$ cat src/rtl/button_event_scheduler.sv
// Serialises single-cycle button pulses into an ordered event queue using round-robin arbitration.
// Optional feature macro: BTN_SCHED_DROP_CNT_EN adds the saturating drop_cnt output.
module button_event_scheduler #(
   parameter int N_BTN      = 5,
   parameter int CODE_W     = 3,
   parameter int FIFO_DEPTH = 4,
   parameter int DROP_W     = 8
) (
   input  logic                          clk,
   input  logic                          reset,
   input  logic [N_BTN-1:0]              btn_pulse,
   input  logic                          accept_en,
   input  logic                          flush,
   output logic                          evt_valid,
   input  logic                          evt_ready,
   output logic [CODE_W-1:0]             evt_code,
   output logic [$clog2(FIFO_DEPTH):0]   evt_count,
   output logic                          overflow
`ifdef BTN_SCHED_DROP_CNT_EN
   ,
   output logic [DROP_W-1:0]             drop_cnt
`endif
);

   localparam int PTR_W = $clog2(N_BTN);
   localparam int AW    = $clog2(FIFO_DEPTH);
   localparam int CNT_W = AW + 1;

   logic [N_BTN-1:0]  r_pending;
   logic [PTR_W-1:0]  r_rr_ptr;
   logic [CODE_W-1:0] r_mem [FIFO_DEPTH];
   logic [AW-1:0]     r_wr_ptr;
   logic [AW-1:0]     r_rd_ptr;
   logic [CNT_W-1:0]  r_count;
   logic              r_overflow;

   logic              w_found;
   logic [PTR_W-1:0]  w_gidx;
   logic              w_open;
   logic              w_pop;
   logic              w_push;
   logic [N_BTN-1:0]  w_grant;
   logic [N_BTN-1:0]  w_drop;
   logic [N_BTN-1:0]  w_pending_nxt;

   // Handshake: the head transfers on any rising edge where evt_valid && evt_ready;
   // evt_code holds steady while evt_valid is high and evt_ready is low.
   assign evt_valid = (r_count != '0);
   assign evt_code  = evt_valid ? r_mem[r_rd_ptr] : '0;
   assign evt_count = r_count;
   assign overflow  = r_overflow;

   // Round-robin search starting at r_rr_ptr, wrapping from N_BTN-1 to 0.
   always_comb begin : arb
      int idx;
      idx     = 0;
      w_found = 1'b0;
      w_gidx  = '0;
      for (int k = 0; k < N_BTN; k++) begin
         idx = int'(r_rr_ptr) + k;
         if (idx >= N_BTN) idx = idx - N_BTN;
         if (!w_found && r_pending[idx]) begin
            w_found = 1'b1;
            w_gidx  = PTR_W'(idx);
         end
      end
   end

   assign w_open = accept_en & ~flush;
   assign w_pop  = evt_valid & evt_ready;
   assign w_push = w_found & w_open & ((r_count < CNT_W'(FIFO_DEPTH)) | w_pop);

   always_comb begin
      for (int i = 0; i < N_BTN; i++) begin
         w_grant[i] = w_push && (w_gidx == PTR_W'(i));
      end
   end

   // A re-pulse on a button that is granted this cycle is kept as a fresh pending request.
   assign w_drop        = w_open ? (btn_pulse & r_pending & ~w_grant) : '0;
   assign w_pending_nxt = w_open ? ((r_pending & ~w_grant) | btn_pulse) : '0;

   always_ff @(posedge clk) begin
      if (reset) begin
         r_pending  <= '0;
         r_rr_ptr   <= '0;
         r_wr_ptr   <= '0;
         r_rd_ptr   <= '0;
         r_count    <= '0;
         r_overflow <= 1'b0;
      end else begin
         r_pending  <= w_pending_nxt;
         r_overflow <= |w_drop;
         if (w_push) begin
            r_rr_ptr <= (w_gidx == PTR_W'(N_BTN - 1)) ? '0 : w_gidx + 1'b1;
         end
         if (flush) begin
            r_wr_ptr <= '0;
            r_rd_ptr <= '0;
            r_count  <= '0;
         end else begin
            if (w_push) r_wr_ptr <= r_wr_ptr + 1'b1;
            if (w_pop)  r_rd_ptr <= r_rd_ptr + 1'b1;
            case ({w_push, w_pop})
               2'b10:   r_count <= r_count + 1'b1;
               2'b01:   r_count <= r_count - 1'b1;
               default: r_count <= r_count;
            endcase
         end
      end
   end

   always_ff @(posedge clk) begin
      if (w_push) r_mem[r_wr_ptr] <= CODE_W'(w_gidx);
   end

`ifdef BTN_SCHED_DROP_CNT_EN
   localparam int DN_W = $clog2(N_BTN + 1);

   logic [DROP_W-1:0] r_drop_cnt;
   logic [DN_W-1:0]   w_drop_num;
   logic [DROP_W:0]   w_drop_sum;

   always_comb begin
      w_drop_num = '0;
      for (int i = 0; i < N_BTN; i++) begin
         w_drop_num = w_drop_num + DN_W'(w_drop[i]);
      end
   end

   assign w_drop_sum = {1'b0, r_drop_cnt} + (DROP_W + 1)'(w_drop_num);

   always_ff @(posedge clk) begin
      if (reset) begin
         r_drop_cnt <= '0;
      end else if (w_drop_sum[DROP_W]) begin
         r_drop_cnt <= '1;
      end else begin
         r_drop_cnt <= w_drop_sum[DROP_W-1:0];
      end
   end

   assign drop_cnt = r_drop_cnt;
`endif

endmodule
$ cat config.mk
export PLATFORM = sky130hd
export DESIGN_NAME = button_event_scheduler
export DESIGN_NICKNAME = d
export VERILOG_FILES = /design/src/rtl/button_event_scheduler.sv
export SDC_FILE = /design/constraint.sdc
export NUM_CORES = 1
export LEC_CHECK = 0
export BUFFER_PORTS_ARGS = -buffer_cell sky130_fd_sc_hd__buf_2
export CORE_MARGIN = 8
export CORE_UTILIZATION = 65
export CTS_BUF_LIST = sky130_fd_sc_hd__clkbuf_16
export CTS_CLUSTER_DIAMETER = 100
export DETAILED_ROUTE_END_ITERATION = 8
export GPL_TIMING_DRIVEN = 0
export HOLD_SLACK_MARGIN = 0.12
export PLACE_DENSITY = 0.85
export SYNTH_ARGS = -nofsm -noshare
export SYNTH_HDL_FRONTEND = slang
export SYNTH_SLANG_ARGS = --single-unit
$ cat constraint.sdc
create_clock -name clk -period 7.3 [get_ports clk]
set_input_delay 0.365 -clock clk [delete_from_list [all_inputs] [get_ports clk]]
set_output_delay 0.365 -clock clk [all_outputs]
set_load 0.02 [all_outputs]
# ---- Yosys cells after proc, flatten, opt, wreduce, memory -nomap -nowiden
# Memory sizes are Yosys's and may differ from the RTL's. A register that Yosys moved wholly into a read port is not among the register bits.
# Cells that the tools add are included.
# W data, S select, Z words.
dict set report op_classes {
  n_bitwise 12
  eq_ne 6
  n_mux 38
  n_addsub 14
  magnitude_cmp 11
  reduce_logical 19
}
# op n
set op_table {}
lappend op_table {{$lt A32 B5 Y1 const B} 5}
lappend op_table {{$mux W32} 5}
lappend op_table {{$mux W3} 7}
lappend op_table {{$sub A4 B3 Y5 const B} 4}
lappend op_table {{$mux W1} 17}
lappend op_table {{$ge A4 B3 Y1 const B} 4}
lappend op_table {{$and A5 B5 Y5} 3}
lappend op_table {{$bmux W1 S3} 5}
lappend op_table {{$logic_and A1 B1 Y1} 9}
lappend op_table {{$add A3 B2 Y4 const B} 2}
lappend op_table {{$add A3 B1 Y3 const B} 2}
lappend op_table {{$eq A3 B2 Y1 const B} 2}
lappend op_table {{$pmux W3 S2} 1}
lappend op_table {{$mux W5} 1}
lappend op_table {{$not A5 Y5} 1}
lappend op_table {{$or A5 B5 Y5} 1}
lappend op_table {{$reduce_or A5 Y1} 1}
lappend op_table {{$add A2 B1 Y2 const B} 2}
lappend op_table {{$add A3 B1 Y4 const B} 1}
lappend op_table {{$add A3 B3 Y4 const B} 1}
lappend op_table {{$and A1 B1 Y1} 4}
lappend op_table {{$logic_not A1 Y1} 4}
lappend op_table {{$mux W2} 2}
lappend op_table {{$reduce_or A2 Y1} 2}
lappend op_table {{other kinds (13)} 14}
dict set report totals {
  ramBits 12
  wordCells 107
  register_bits 16
  memories 1
  out_inout_bits 8
  in_bits 10
}
# memory words width rd rd_clocked_by_memory_dff write_ports line
set mem_list {}
lappend mem_list {r_mem 4 3 1 1 1 31} ;# logic [CODE_W-1:0] r_mem [FIFO_DEPTH];

# ---- Depth between registers and ports, before layout
# Gate-level depths: netlist of the first run.
dict set report depth {
  word_depth 25
  mapped_depth 23
  ltp_nobuf 18
}

# ---- Worst setup path before layout of the first run
# Ideal clock, no wire load.
dict set report synth_timing {
  path_kind {register to register}
  from {register r_rr_ptr[0]}
  to {register r_count[2], in the netlist evt_count[2]}
  required_ns 7.230
  n_path_buf 6
  path_stages_with_launch 24
  setup_time_ns 0.070
  slack_ns 3.034
  arrival_time_ns 4.196
  synth_period_minus_slack_ns 4.266
  path_cell_list {dfxtp_1 buf_6 buf_12 buf_6 inv_1 ha_1 inv_1 ha_1 clkbuf_8 o31a_1 o22ai_2 mux2i_1 o32ai_2 nor3b_2 a31oi_2 buf_6 buf_8 inv_1 ha_1 inv_1 fa_1 xor2_1 or3_1 a21oi_1}
}
dict set report synth_between {
  elab_chain_cells 22
  elab_cells_between_ends 53
  classes_between {add/sub: 9; order compare: 5; eq/ne: 2; mux: 26; bitwise: 2; reduce/logical: 9}
}
# item line
set synth_lines {}
lappend synth_lines {{start: declaration} 30} ;# logic [PTR_W-1:0] r_rr_ptr;
lappend synth_lines {{start signal: assignment} 95} ;# r_rr_ptr <= (w_gidx == PTR_W'(N_BTN - 1)) ? '0 : w_gidx + 1'b1;
lappend synth_lines {{parallel branches: the longest is 17 deep, another holds $sub A4 B3 Y5} n/a}
lappend synth_lines {{$mux W1 *} 62} ;# if (!w_found && r_pending[idx]) begin
lappend synth_lines {{$and A1 B1 Y1 * (2 in a row)} 71} ;# assign w_push = w_found & w_open & ((r_count < CNT_W'(FIFO_DEPTH)) | w_pop);
lappend synth_lines {{$eq A2 B1 Y1 / $eq A2 B2 Y1 (equally long branches)} 104} ;# case ({w_push, w_pop})
lappend synth_lines {{$pmux W3 S2 / $reduce_bool A2 Y1 (equally long branches)} n/a}
lappend synth_lines {{end signal: assignment} 105} ;# 2'b10: r_count <= r_count + 1'b1;
lappend synth_lines {{end signal: assignment} 106} ;# 2'b01: r_count <= r_count - 1'b1;
lappend synth_lines {{end signal: assignment} 107} ;# default: r_count <= r_count;
lappend synth_lines {{end: declaration} 34} ;# logic [CNT_W-1:0] r_count;
# Every way passes the cells marked *. The select of a mux whose other input is x is not followed.
# A chain may end at the register's enable or synchronous reset.

# ---- Final worst setup path of the first run
# Ends and elaborated chain as after synthesis.

==> results of run 1 <==
## flip-flops by register name (all words and copies together), names as in the netlist, named ones only
| register | count |
|---|---|
| r_mem | 12 |
| evt_count | 3 |
| r_rd_ptr | 2 |
| r_pending | 5 |
| r_rr_ptr | 3 |
| r_wr_ptr | 2 |
| overflow | 1 |
## cell type report
type / instances / area [µm²]
inverters: 19 / 71.32
clock buffers: 5 / 125.1
fillers: 280 / 1021
repair buffers: 17 / 85.08
multi-input cells: 213 / 1735
well taps: 50 / 62.56
plain buffers: 15 / 167.7
clock inverters: 3 / 11.26
flip-flops and latches: 30 / 720.7
## synthesized netlist by cell type (all sizes together), types with 7 or more instances
cell	count	share of area [%]
nand2	19	2.7
dfxtp	18	13
and2	12	2.8
a31oi	8	2.6
inv	19	2.6
o21ai	14	2.6
nor2	26	4.0
ha	22	10
a21oi	17	3.4
buf	10	4.4
mux2i	7	2.6
edfxtp	12	13
mux4	7	6.0
## metal layers
metal  part of all wire [%]  global-route usage [%]  up-vias  wire length (µm)
li1                       -                       -     1064                 -
met1                     45                   27.73     1030              2783
met2                     45                   29.27      124              2821
met3                    9.1                   6.696        7               569
met4                   0.80                   4.909        0                50
met5                      0                       0        -                 0
## where the power goes
group          internal [µW]  switching, µW  leakage, µW
Combinational           67.0           94.1     0.000878
Sequential               181           5.44     0.000257
Clock                    122           67.4    0.0000663
## kinds of logic (layout without fill, tap and decap cells)
family                   count (synthesis)  in the layout  synth area share, %
AO/OA/AOI/OAI                           71             71                21.08
XOR/XNOR                                 8              8                2.600
adder cells (fa/ha/maj)                 23             23                10.96
buffers and inverters                   34             59                8.867
flip-flops                              30             30                26.74
multiplexers                            15             15                9.007
AND/OR/NAND/NOR                         96             96                20.75
## how the worst max path moves through the flow
stage | to | depth (start not counted) | from
4_1_cts | evt_count[2] | 23 | r_rr_ptr[0]
3_5_place_dp | evt_count[2] | 23 | r_rr_ptr[0]
5_1_grt | evt_count[2] | 23 | r_rr_ptr[0]
2_1_floorplan | evt_count[2] | 23 | r_rr_ptr[0]
3_3_place_gp | evt_count[2] | 23 | r_rr_ptr[0]
6_report | evt_count[2] | 23 | r_rr_ptr[0]
## worst register-to-register path: cells and delay by family, from the launching register on
kind	cells	cell delay, ps
buffers and inverters	10	1280
adder cells (fa/ha/maj)	4	980
AO/OA/AOI/OAI	5	950
AND/OR/NAND/NOR	2	640
flip-flops	1	470
multiplexers	1	330
XOR/XNOR	1	150
## metrics by stage
step	hold slack [ps]	area, µm²	std cells	power, µW	util, %
2_1_floorplan	433.9	2695	277	311.7	-
3_3_place_gp	492.6	2843	344	342.1	71.07
3_5_place_dp	502.7	2843	344	345.4	71.07
4_1_cts	327.7	2979	352	533.7	74.48
5_1_grt	337.4	2979	352	565.9	74.48
6_report	334.0	2979	352	536.6	74.48
==> impl_metrics.tcl, run 1 <==
set metrics [dict create \
    status "complete, no violations" \
    hold_depth 3 \
    path_max_fanout 10 \
    routed_wl_um 6224 \
    finalClockSkew_ps 3.237 \
    fp-row-count 23 \
    rr_worst_depth 23 \
    hp-class "in2reg" \
    initial_core_util_pct 67.38 \
    ys_seq_area_share_pct 26.74 \
    synth_async_sr_flop_share_pct 0 \
    ant_nets 0 \
    finalSetupViolations 0 \
    avgSynthCellArea_um2 9.730 \
    syn-num-nets 310 \
    cts_max_path_buffers 2 \
    hpwlAfterDp_um 4562 \
    finalSetupTns_ps 0 \
    ir_drop_mv 0.1431 \
    critical-path-max-stage-delay_ps 470 \
    hold_path_end "r_pending[3]" \
    drt_iter0_drc 231 \
    avgViaCountPerCell 6.321 \
    grt_usage_pct 20.13 \
    num_antenna_cells 0 \
    cp-start-kind "flip-flop" \
    grt_max_degree 11 \
    root_buffer "clkbuf_16" \
    mostFrequentLayoutCell "nor2_1" \
    yosysWarnings 0 \
    numCtsBuffers 5 \
    pre_cts_ws_ps 2478 \
    cp-end-kind "flip-flop" \
    maxSlewViolCount 0 \
    io_buffers 17 \
    drv_cap 0 \
    relSlewSlack_pct 62.43 \
    clock-sinks 30 \
    layout_common_cells "nor2_1 (24), ha_1 (22)" \
    regToRegSetupSlack_ps 2420 \
    drive_gt1_share_pct 23.18 \
    p_per_area_nw_per_um2 180.1 \
    hold_path.startpoint "btn_pulse[3]" \
    holdBufCountCts 0 \
    ys.flop_type "dfxtp_1" \
    r2r_end "evt_count[2]" \
    fmax_ghz 0.2049 \
    postSynthCellCount 277 \
    rsz0062_at_grt "false" \
    critPathBufInv 10 \
    leakage_uw 0.001201 \
    min_period_over_period_pct 66.87 \
    crit_top_cell "inv_1" \
    synth_edf_count 12 \
    gr-total-overflow 0 \
    cp_slowest_cell "dfxtp_1" \
    ys_ff_latch 30 \
    reg2reg_from "r_rr_ptr[0]" \
    cts_tree "yes" \
    htreeDepth 2 \
    crit_arrival_ps 5090 \
    path_cells "buf_6 -> buf_12 -> buf_6 -> inv_1 -> ha_1 -> inv_1 -> ha_1 -> clkbuf_8 -> o31a_1 -> o22ai_2 -> mux2i_1 -> o32ai_2 -> nor3b_2 -> a31oi_2 -> buf_6 -> buf_8 -> inv_1 -> ha_1 -> inv_1 -> fa_1 -> xor2_1 -> or3_1 -> a21oi_1" \
    cts_resized 0 \
    vias 2225 \
    grt_first_pass_wirelength_um 10220 \
    areaGrowthSynthToFinish_pct 10.54 \
    core_area_um2 4000 \
    setup.worst_path.class "reg2reg" \
    drc_errors 0 \
    routabilityCongestion 0.8948 \
    hold_viol_final 0 \
    tightestPinTransition_ps 560.2 \
    clk_latency_ps 280 \
    grt_pass1_vias 2057 \
    crit_required_ps 7510 \
    antenna_found_initial 0 \
    drt-pass1-iter-count 5 \
    io_pins 18 \
    synth_cell_types 73 \
    dieArea_um2 6463 \
    finalCriticalPeriod_ps 4882 \
    postCtsSetupBuffers 0 \
    die_x_um 80.39 \
    dieHeight_um 80.39 \
    worst_slack_ps 2418 \
    nNetsFinal 334 \
    path_delay_family "buffers and inverters" \
    avgRoutedWirePerCell_um 17.68 \
    synthesis.area_um2 2695 \
    cts.clk_slew.worst_paths_ps 50 \
]
No activity file was read; power rests on OpenSTA's default activity.
==> run 2, diff against run 1 <==
Settings changed: CORE_UTILIZATION 65 to 55, PLACE_DENSITY 0.85 to 0.76.
Clock period 7.3 ns to 4.15 ns, I/O delays scaled along.
==> run 2 against run 1 <==
Net effect: clock skew decreased by 0.70 ps; combinational power increased by 110%; fmax increased by 22%; utilization decreased by 5.7 points; wire length increased by 2.6%; largest cell class unchanged.
==> impl_metrics.tcl, run 2 (same netlist as run 1, synthesis figures left out) <==
set metrics [dict create \
    path_max_fanout 10 \
    avgRoutedWirePerCell_um 16.42 \
    htreeDepth 2 \
    largest_register "r_mem" \
    cts.clk_slew.worst_paths_ps 50 \
    drv_cap 0 \
    io_buffers 17 \
    avgViaCountPerCell 5.787 \
    numCtsBuffers 5 \
    p_per_area_nw_per_um2 305.4 \
    cts_tree "yes" \
    pre_cts_ws_ps -355.8 \
    top_regs "r_mem: 12 flops, r_pending: 5 flops" \
    min_period_over_period_pct 96.33 \
    drt_iter0_drc 157 \
    worst_slack_ps 152.3 \
    layoutNonFillerInstCount 389 \
    io_pins 18 \
    setup.worst_path.class "reg2reg" \
    areaGrowthSynthToFinish_pct 20.52 \
    nNetsFinal 354 \
    clock-sinks 30 \
    finalSetupViolations 0 \
    leakage_uw 0.001309 \
    grt_usage_pct 17.96 \
    tightestPinTransition_ps 556.6 \
    root_buffer "clkbuf_16" \
    routabilityCongestion 0.8606 \
    mostFrequentLayoutCell "nor2_1" \
    gr-total-overflow 0 \
    relSlewSlack_pct 62.67 \
    drt-pass1-iter-count 4 \
    dieArea_um2 7396 \
    fmax_ghz 0.2501 \
    finalClockSkew_ps 2.542 \
    dieHeight_um 86 \
    drive_gt1_share_pct 33.54 \
    grt_first_pass_wirelength_um 10580 \
    antenna_found_initial 0 \
    die_x_um 86 \
    hold_viol_final 0 \
    hp-class "in2reg" \
    holdBufCountCts 0 \
    dpl.cell_count 361 \
    ant_nets 0 \
    initial_core_util_pct 57.06 \
    largest_register_ff_count 12 \
    hpwlAfterDp_um 4569 \
    ir_drop_mv 0.2420 \
    routed_wl_um 6388 \
    drc_errors 0 \
    layout_common_cells "nor2_1 (24), buf_4 (22), nand2_1 (18), buf_2 (18), ha_1 (18)" \
    vias 2251 \
    finalCriticalPeriod_ps 3998 \
    grt_pass1_vias 2170 \
    status "complete, no violations" \
    fp-row-count 25 \
    cp-start-kind "flip-flop" \
    nFillCells 349 \
    crit_arrival_ps 4200 \
    cp-end-kind "flip-flop" \
    cts_max_path_buffers 2 \
    maxSlewViolCount 0 \
    core_area_um2 4723 \
    clk_latency_ps 270 \
    grt_max_degree 11 \
    num_antenna_cells 0 \
    crit_required_ps 4350 \
]
[run 2: changes by cell type in the layout (fill, tap and decap cells not counted), sizes merged]
cell      delta
buf         +21
clkbuf       -1
clkinv       -1
clkinvlp     +1
[run 2: where the power goes]
part           total [µW]  internal, µW  switching (µW)  leakage, µW
Sequential            327           318            8.93     0.000258
Combinational         332           153             179     0.000978
Clock                 333           216             118    0.0000724
[run 2: path summary, 6_finish.rpt]
path                                    from            to  slack, ps  depth (start not counted)
worst max-delay path             r_rr_ptr[1]  evt_count[2]        150                         18
worst min-delay path            btn_pulse[3]  r_pending[3]        170                          3
worst max register to register   r_rr_ptr[1]  evt_count[2]        150                         18
worst min register to register  evt_count[2]  evt_count[2]        530                          2
[run 2: layout make-up]
cell class	instances	area (µm²)	area share, %
repair buffers	39	250.2	7.704
well taps	67	83.83	2.581
clock inverters	3	12.51	0.3852
flip-flops and latches	30	725.7	22.34
multi-input cells	213	1813	55.82
clock buffers	5	125.1	3.852
plain buffers	13	155.1	4.777
inverters	19	82.58	2.542
[run 2: metrics by stage]
step | instance area (µm²) | TNS (ps) | total power [µW] | hold WS, ps | util [%]
finish | 3248 | 0 | 992.1 | 169.4 | 68.77
CTS | 3136 | 0 | 968.5 | 171.1 | 66.38
detailed placement | 2875 | -756.1 | 609.3 | 439.1 | 60.87
global route | 3248 | -8.183 | 1037 | 183.5 | 68.77
global placement | 2875 | -679.9 | 604.7 | 431.5 | 60.87
floorplan | 2706 | 0 | 549.9 | 276.4 | -
[run 2: repair_timing]
item	CTS	global route
resized for setup	11	13
setup buffers	11	11
cloned	0	0
pin swaps	6	8
hold endpoints to repair	0	0
endpoints found under the setup margin	5	6
[run 2: routing by layer]
metal	global-route usage, %	routed length [µm]	vias to the layer above
met5	0	0	-
met4	5.096	72	0
met3	4.871	355	9
met2	27.36	2963	67
met1	24.06	2997	1077
li1	-	-	1098
[run 2: worst max-delay path, cell delays in order, from the launching register on]
cell and delay, ps:
dfxtp_2 390, buf_6 170, clkinvlp_4 130, ha_1 390, clkbuf_8 210, mux4_1 320
o2111ai_1 120, and3_1 250, and2_2 210, nor3b_2 250, a31oi_2 170, buf_8 160
inv_2 60, ha_4 120, inv_1 40, fa_2 320, xor2_1 150, or3_1 300
a21oi_1 140
